`src/rtl/voice_gen.sv`:
```
// voice_gen: phase-accumulator voice mixing triangle/saw/pulse/noise with hard sync and ring mod
module voice_gen #(
  parameter int ACC_WIDTH  = 24,
  parameter int FREQ_WIDTH = 16,
  parameter int PW_WIDTH   = 12,
  parameter int OUT_WIDTH  = 12
) (
  input  logic                  clk,
  input  logic                  rst,
  input  logic                  en,
  input  logic [FREQ_WIDTH-1:0] frequency,
  input  logic [PW_WIDTH-1:0]   pulsewidth,
  input  logic [3:0]            waveform,
  input  logic                  test,
  input  logic                  sync_en,
  input  logic                  sync_in,
  input  logic                  ring_en,
  input  logic                  ring_in,
  output logic [OUT_WIDTH-1:0]  sample,
  output logic                  sync_out,
  output logic                  msb_out
);
  localparam int NB = ACC_WIDTH - 5;
  localparam logic [22:0] SEED = 23'h7FFFFF;
  logic [ACC_WIDTH-1:0] acc_q, acc_d, sum;
  logic [22:0] lfsr_q, lfsr_d;
  logic [OUT_WIDTH-1:0] sample_q, sample_d, saw, tri_w, pulse, noise;
  logic sync_q, sync_d, carry, hard, tri_m;
  always_comb begin
    {carry, sum} = {1'b0, acc_q} + (ACC_WIDTH+1)'(frequency);
    hard = sync_en & sync_in;
    acc_d = (test | hard) ? '0 : sum;
    sync_d = carry & ~test & ~hard;
    lfsr_d = test ? SEED
           : (~acc_q[NB] & acc_d[NB]) ? {lfsr_q[21:0], lfsr_q[22] ^ lfsr_q[17]} : lfsr_q;
    saw = acc_q[ACC_WIDTH-1 -: OUT_WIDTH];
    tri_m = acc_q[ACC_WIDTH-1] ^ (ring_en & ring_in);
    tri_w = acc_q[ACC_WIDTH-2 -: OUT_WIDTH] ^ {OUT_WIDTH{tri_m}};
    pulse = (acc_q[ACC_WIDTH-1 -: PW_WIDTH] >= pulsewidth) ? '1 : '0;
    noise = lfsr_q[22 -: OUT_WIDTH];
    sample_d = (waveform == 4'b0000) ? '0
             : (waveform[0] ? tri_w : '1) & (waveform[1] ? saw : '1)
             & (waveform[2] ? pulse : '1) & (waveform[3] ? noise : '1);
  end
  always_ff @(posedge clk) begin
    if (rst) begin
      acc_q    <= '0;
      lfsr_q   <= SEED;
      sample_q <= '0;
      sync_q   <= 1'b0;
    end else if (en) begin
      acc_q    <= acc_d;
      lfsr_q   <= lfsr_d;
      sample_q <= sample_d;
      sync_q   <= sync_d;
    end
  end
  assign sample   = sample_q;
  assign sync_out = sync_q;
  assign msb_out  = acc_q[ACC_WIDTH-1];
endmodule

```
`config.mk`:
```
export PLATFORM = sky130hd
export DESIGN_NAME = voice_gen
export DESIGN_NICKNAME = d
export VERILOG_FILES = /design/src/rtl/voice_gen.sv
export SDC_FILE = /design/constraint.sdc
export NUM_CORES = 1
export LEC_CHECK = 0
export ABC_CLOCK_PERIOD_IN_PS = 5300
export BUFFER_PORTS_ARGS = -buffer_cell sky130_fd_sc_hd__buf_2
export CAP_MARGIN = 20
export CORE_UTILIZATION = 55
export DETAILED_ROUTE_END_ITERATION = 7
export PLACE_DENSITY_LB_ADDON = 0.25
export SYNTH_ARGS = -nofsm -noshare
export SYNTH_HDL_FRONTEND = slang
export SYNTH_SLANG_ARGS = --single-unit
```
`constraint.sdc`:
```
create_clock -name clk -period 5.3 [get_ports clk]
set_clock_uncertainty 0.15 [all_clocks]
set_input_delay 0.795 -clock clk [delete_from_list [all_inputs] [get_ports clk]]
set_output_delay 0.795 -clock clk [all_outputs]
set_load 0.05 [all_outputs]
```
### Word level (Yosys, flattened, before mapping)

Index checks and enable logic that the tools add are counted.

| storage, ports and cells | value |
|---|---|
| register bits | 60 |
| latch bits | 0 |
| RAM bits | 0 |
| ROM bits | 0 |
| memories kept | 0 |

| operators by class | value |
|---|---|
| $add $sub $neg | 1 |
| $mul | 0 |
| div/mod/pow operators | 0 |
| magnitude comparators | 1 |
| eq/ne operators | 0 |
| shift operators | 0 |
| mux-type cells | 9 |
| bitwise gates (word level) | 15 |
| reduce and logical (&&, ||, !) cells | 3 |

Operator list:

| cell | count |
|---|---|
| $mux W12 | 6 |
| $mux W23 | 2 |
| $and A12 B12 Y12 | 3 |
| $add A24 B16 Y25 | 1 |
| $mux W24 | 1 |
| $ge A12 B12 Y1 | 1 |
| $xor A12 B12 Y12 | 1 |
| $and A1 B1 Y1 | 5 |
| $logic_not A4 Y1 | 1 |
| $not A1 Y1 | 3 |
| $reduce_and A2 Y1 | 1 |
| $reduce_bool A2 Y1 | 1 |
| $xor A1 B1 Y1 | 2 |
| $or A1 B1 Y1 | 1 |

### Longest topological paths before layout

| depth | value |
|---|---|
| word-level depth | 8 |
| depth in mapped cells | 9 |
| depth with buffers taken out | 9 |

### Least setup slack after synthesis

No wires, ideal clock.

| timing path | value |
|---|---|
| kind | input to register |
| start | input frequency[0] |
| end | register sync_q (netlist: sync_out) |
| arrival time | 2.732 ns |
| setup slack | 2.344 ns |
| stages | 9 |
| path buffers | 0 |
| cell sequence | ha_1 -> inv_1 -> fa_1 -> nor2b_1 -> o31a_1 -> o31a_1 -> a31oi_2 -> or4_1 -> a31oi_1 |

| on the way | value |
|---|---|
| word-level cells in the longest chain between the ends | 3 |

RTL lines:

| element | RTL line | text |
|---|---|---|
| start: declaration | 11 | `input logic [FREQ_WIDTH-1:0] frequency,` |
| $add A24 B16 Y25 | 30 | `{carry, sum} = {1'b0, acc_q} + (ACC_WIDTH+1)'(frequency);` |
| $and A1 B1 Y1 (2 in series) | 33 | `sync_d = carry & ~test & ~hard;` |
| end signal: assignment | 55 | `sync_q <= sync_d;` |
| end: declaration | 28 | `logic sync_q, sync_d, carry, hard, tri_m;` |

Every way passes these cells.
A chain may end at the register's enable or synchronous reset.

### Final worst setup path

Same ends and word-level chain as after synthesis.

==> results.ini <==
[layout]
fin_util_pct = 64.6
diodes = 0
syn_to_final_growth_pct = 13.2
fin_nets = 598
design_area_sq_um = 4390
drive_above_1_share_pct = 14.8

[synth]
yosys_warnings = 0
netlist_area_sq_um = 3880
synth_top_area_share_pct = 31.0
syn-num-nets = 556
async_reset_ff_share_pct = 0
synth-edff-count = 0
synthCells = 487
synth.distinct_cells = 49
ys_ff_latch = 60
synth_top_area_cell = dfxtp_1
synth_common_cells = nor2_1, dfxtp_1, inv_1
synth_area_leaders = dfxtp_1, ha_1, mux2i_1
ys.flop_type = dfxtp_1
ys_seq_area_share_pct = 31.0
yosysMostFrequentCell = nor2_1
syn_avg_cell_area_sq_um = 7.97

[timing]
fin_crit_sh_pct = 55.3
rsz0062_at_grt = false
finalSetupViolations = 0
layout_min_cycle_time_ns = 2.93
hold_violations = 0
timing.hold.ws_ns = 0.319
max_slew_margin_pct = 35.2
drv_slew = 0
fmax_ghz = 0.341
fin_setup_tns_ns = 0
max_slew.worst_pin.slew_ns = 0.972

[power_and_ir_drop]
cellPowerDensity_nw_per_um2 = 252
power.internal_mw = 0.804
switching_share_pct = 27.3
leakage_nw = 1.81
switchingPower_mw = 0.303
fin_total_pwr_mw = 1.11
p_seq_share_pct = 42.1
clkPwrFrac_pct = 42.1
comb_power_share_pct = 15.7
vdd_drop_max_uv = 221

[global_routing]
grt_start_max_net_pins = 24
first_global_vias = 3479
globalRouteTotalUtil_pct = 26.7
grt_overflow = 0
antenna_found_initial = 0
grt_pass1_wl_mm = 15.6

[floorplan]
rows = 30
core_sq_um = 6790
die_y_um = 86.0
dieArea_sq_um = 7390
die_w_um = 86.0
io_pins = 54
initial_core_util_pct = 57.1

[drt]
via_count = 3653
drt_iter0_markers = 322
totalWireLength_mm = 9.40
drc = 0
dr.pass1.iters = 6
wl_per_cell_um = 14.9
viasPerCell = 5.80
ant_nets = 0

[placement]
dp_hpwl_mm = 6.85
port_buffers = 53
place.gp.congestion = 0.886
dpl-instance-area_sq_um = 4170

[critical_path]
worstPathRequired_ns = 5.42
cp_cell_sequence = buf_2, ha_1, inv_1, fa_1, nor2b_1, o31a_1, o31a_1, a31oi_2, or4_1, a31oi_1
arrival_ns = 3.05
critPathTopFamily = compound AO/OA/AOI/OAI gates
crit_type = input port to register
slowest_delay_ns = 0.54
path_common_cell = o31a_1
crit_slowest_cell = or4_1
cp_num_buf_inv = 2
cp_max_fo = 7
end_kind = register
start_kind = input port

[cts]
numCtsBuffers = 9
cts_buffer_depth = 2
ctsResizeCount = 0
cts_tree = yes
root_buffer = clkbuf_8
htreeDepth = 3
clock_latency_ns = 0.34
hold_buffers = 0
clkSlewWorstSetupHoldPaths_ns = 0.07
numClockSinks = 60
post_cts_buffers = 0

[outcome]
status = finished, final reports clean

[hold_path]
hp-class = register to register

[run]
maxCapViolations = 0

registers in the layout, summed over array words and instances (netlist names):
register  flops
sample       12
sync_out      1
lfsr_q       23
acc_q        24
tightest hold or removal path, delay by kind of cell, from the launching register on:
| family | cells | cell delay, ns |
|---|---|---|
| and+or+nand+nor | 1 | 0.06 |
| DFF | 1 | 0.31 |
| AOI/OAI and AO/OA | 1 | 0.05 |
power groups by stage:
stage,sequential [mW],combinational (mW),clock [mW]
after floorplan,0.485,0.117,0
after global placement,0.476,0.167,0
after detailed placement,0.477,0.172,0
after CTS,0.466,0.173,0.471
after global routing,0.467,0.193,0.492
final,0.466,0.174,0.466
area by class of cell:
type	count	area, sq um
multi-input combinational	357	2400
tap	96	120
clock inverter	4	72.6
inverter	45	169
sequential	60	1200
timing repair buffer	56	288
clock buffer	12	145
fill	605	2400
per-stage QoR:
| step | worst slack (ns) | cells |
|---|---|---|
| after floorplan | 2.34 | 487 |
| after global placement | 2.13 | 614 |
| after detailed placement | 2.04 | 614 |
| after CTS | 2.39 | 630 |
| after global routing | 2.28 | 630 |
| final | 2.37 | 630 |
logic make-up (layout without fill, tap and decap cells):
family	after synthesis	in the layout	share of synthesized area, %
mux	27	27	7.00
flops	60	60	31.0
xor+xnor	25	25	5.64
simple gates	146	146	16.2
compound gates	130	130	23.3
fa+ha+maj	29	29	9.55
buf+inv	70	117	7.35
routing by layer:
| layer | track usage (%) | wire length, um | vias up |
|---|---|---|---|
| met1 | 33.6 | 4220 | 1692 |
| met3 | 6.16 | 597 | 24 |
| li1 | - | - | 1808 |
| met2 | 43.9 | 4370 | 129 |
| met5 | 0 | 0 | - |
| met4 | 11.1 | 208 | 0 |
path summary, 6_finish.rpt:
path	startpoint	endpoint	slack, ns	cells after the start
worst min-delay path	acc_q[0]	acc_q[0]	0.32	2
worst min register to register	acc_q[0]	acc_q[0]	0.32	2
worst max register to register	acc_q[0]	sync_out	2.57	9
worst max-delay path	frequency[0]	sync_out	2.37	10
cells in the final DEF, fill, tap and decap left out, types with 3 or more instances in the layout:
master and count:
a211oi_1 3, a21o_1 8, a21oi_1 29, a222oi_1 12
a22o_1 7, a22oi_1 13, a31oi_1 4, buf_2 53
buf_4 3, clkbuf_8 10, dfxtp_1 60, ha_1 28
inv_1 45, mux2i_1 26, nand2_1 38, nand3_1 16
nand4_1 3, nor2_1 64, nor3_1 6, o21a_1 3
o21ai_0 18, o21ai_1 13, o31a_1 3, or3_1 8
xnor2_1 22, xor2_1 3
No activity file was read; power rests on OpenSTA's default activity.
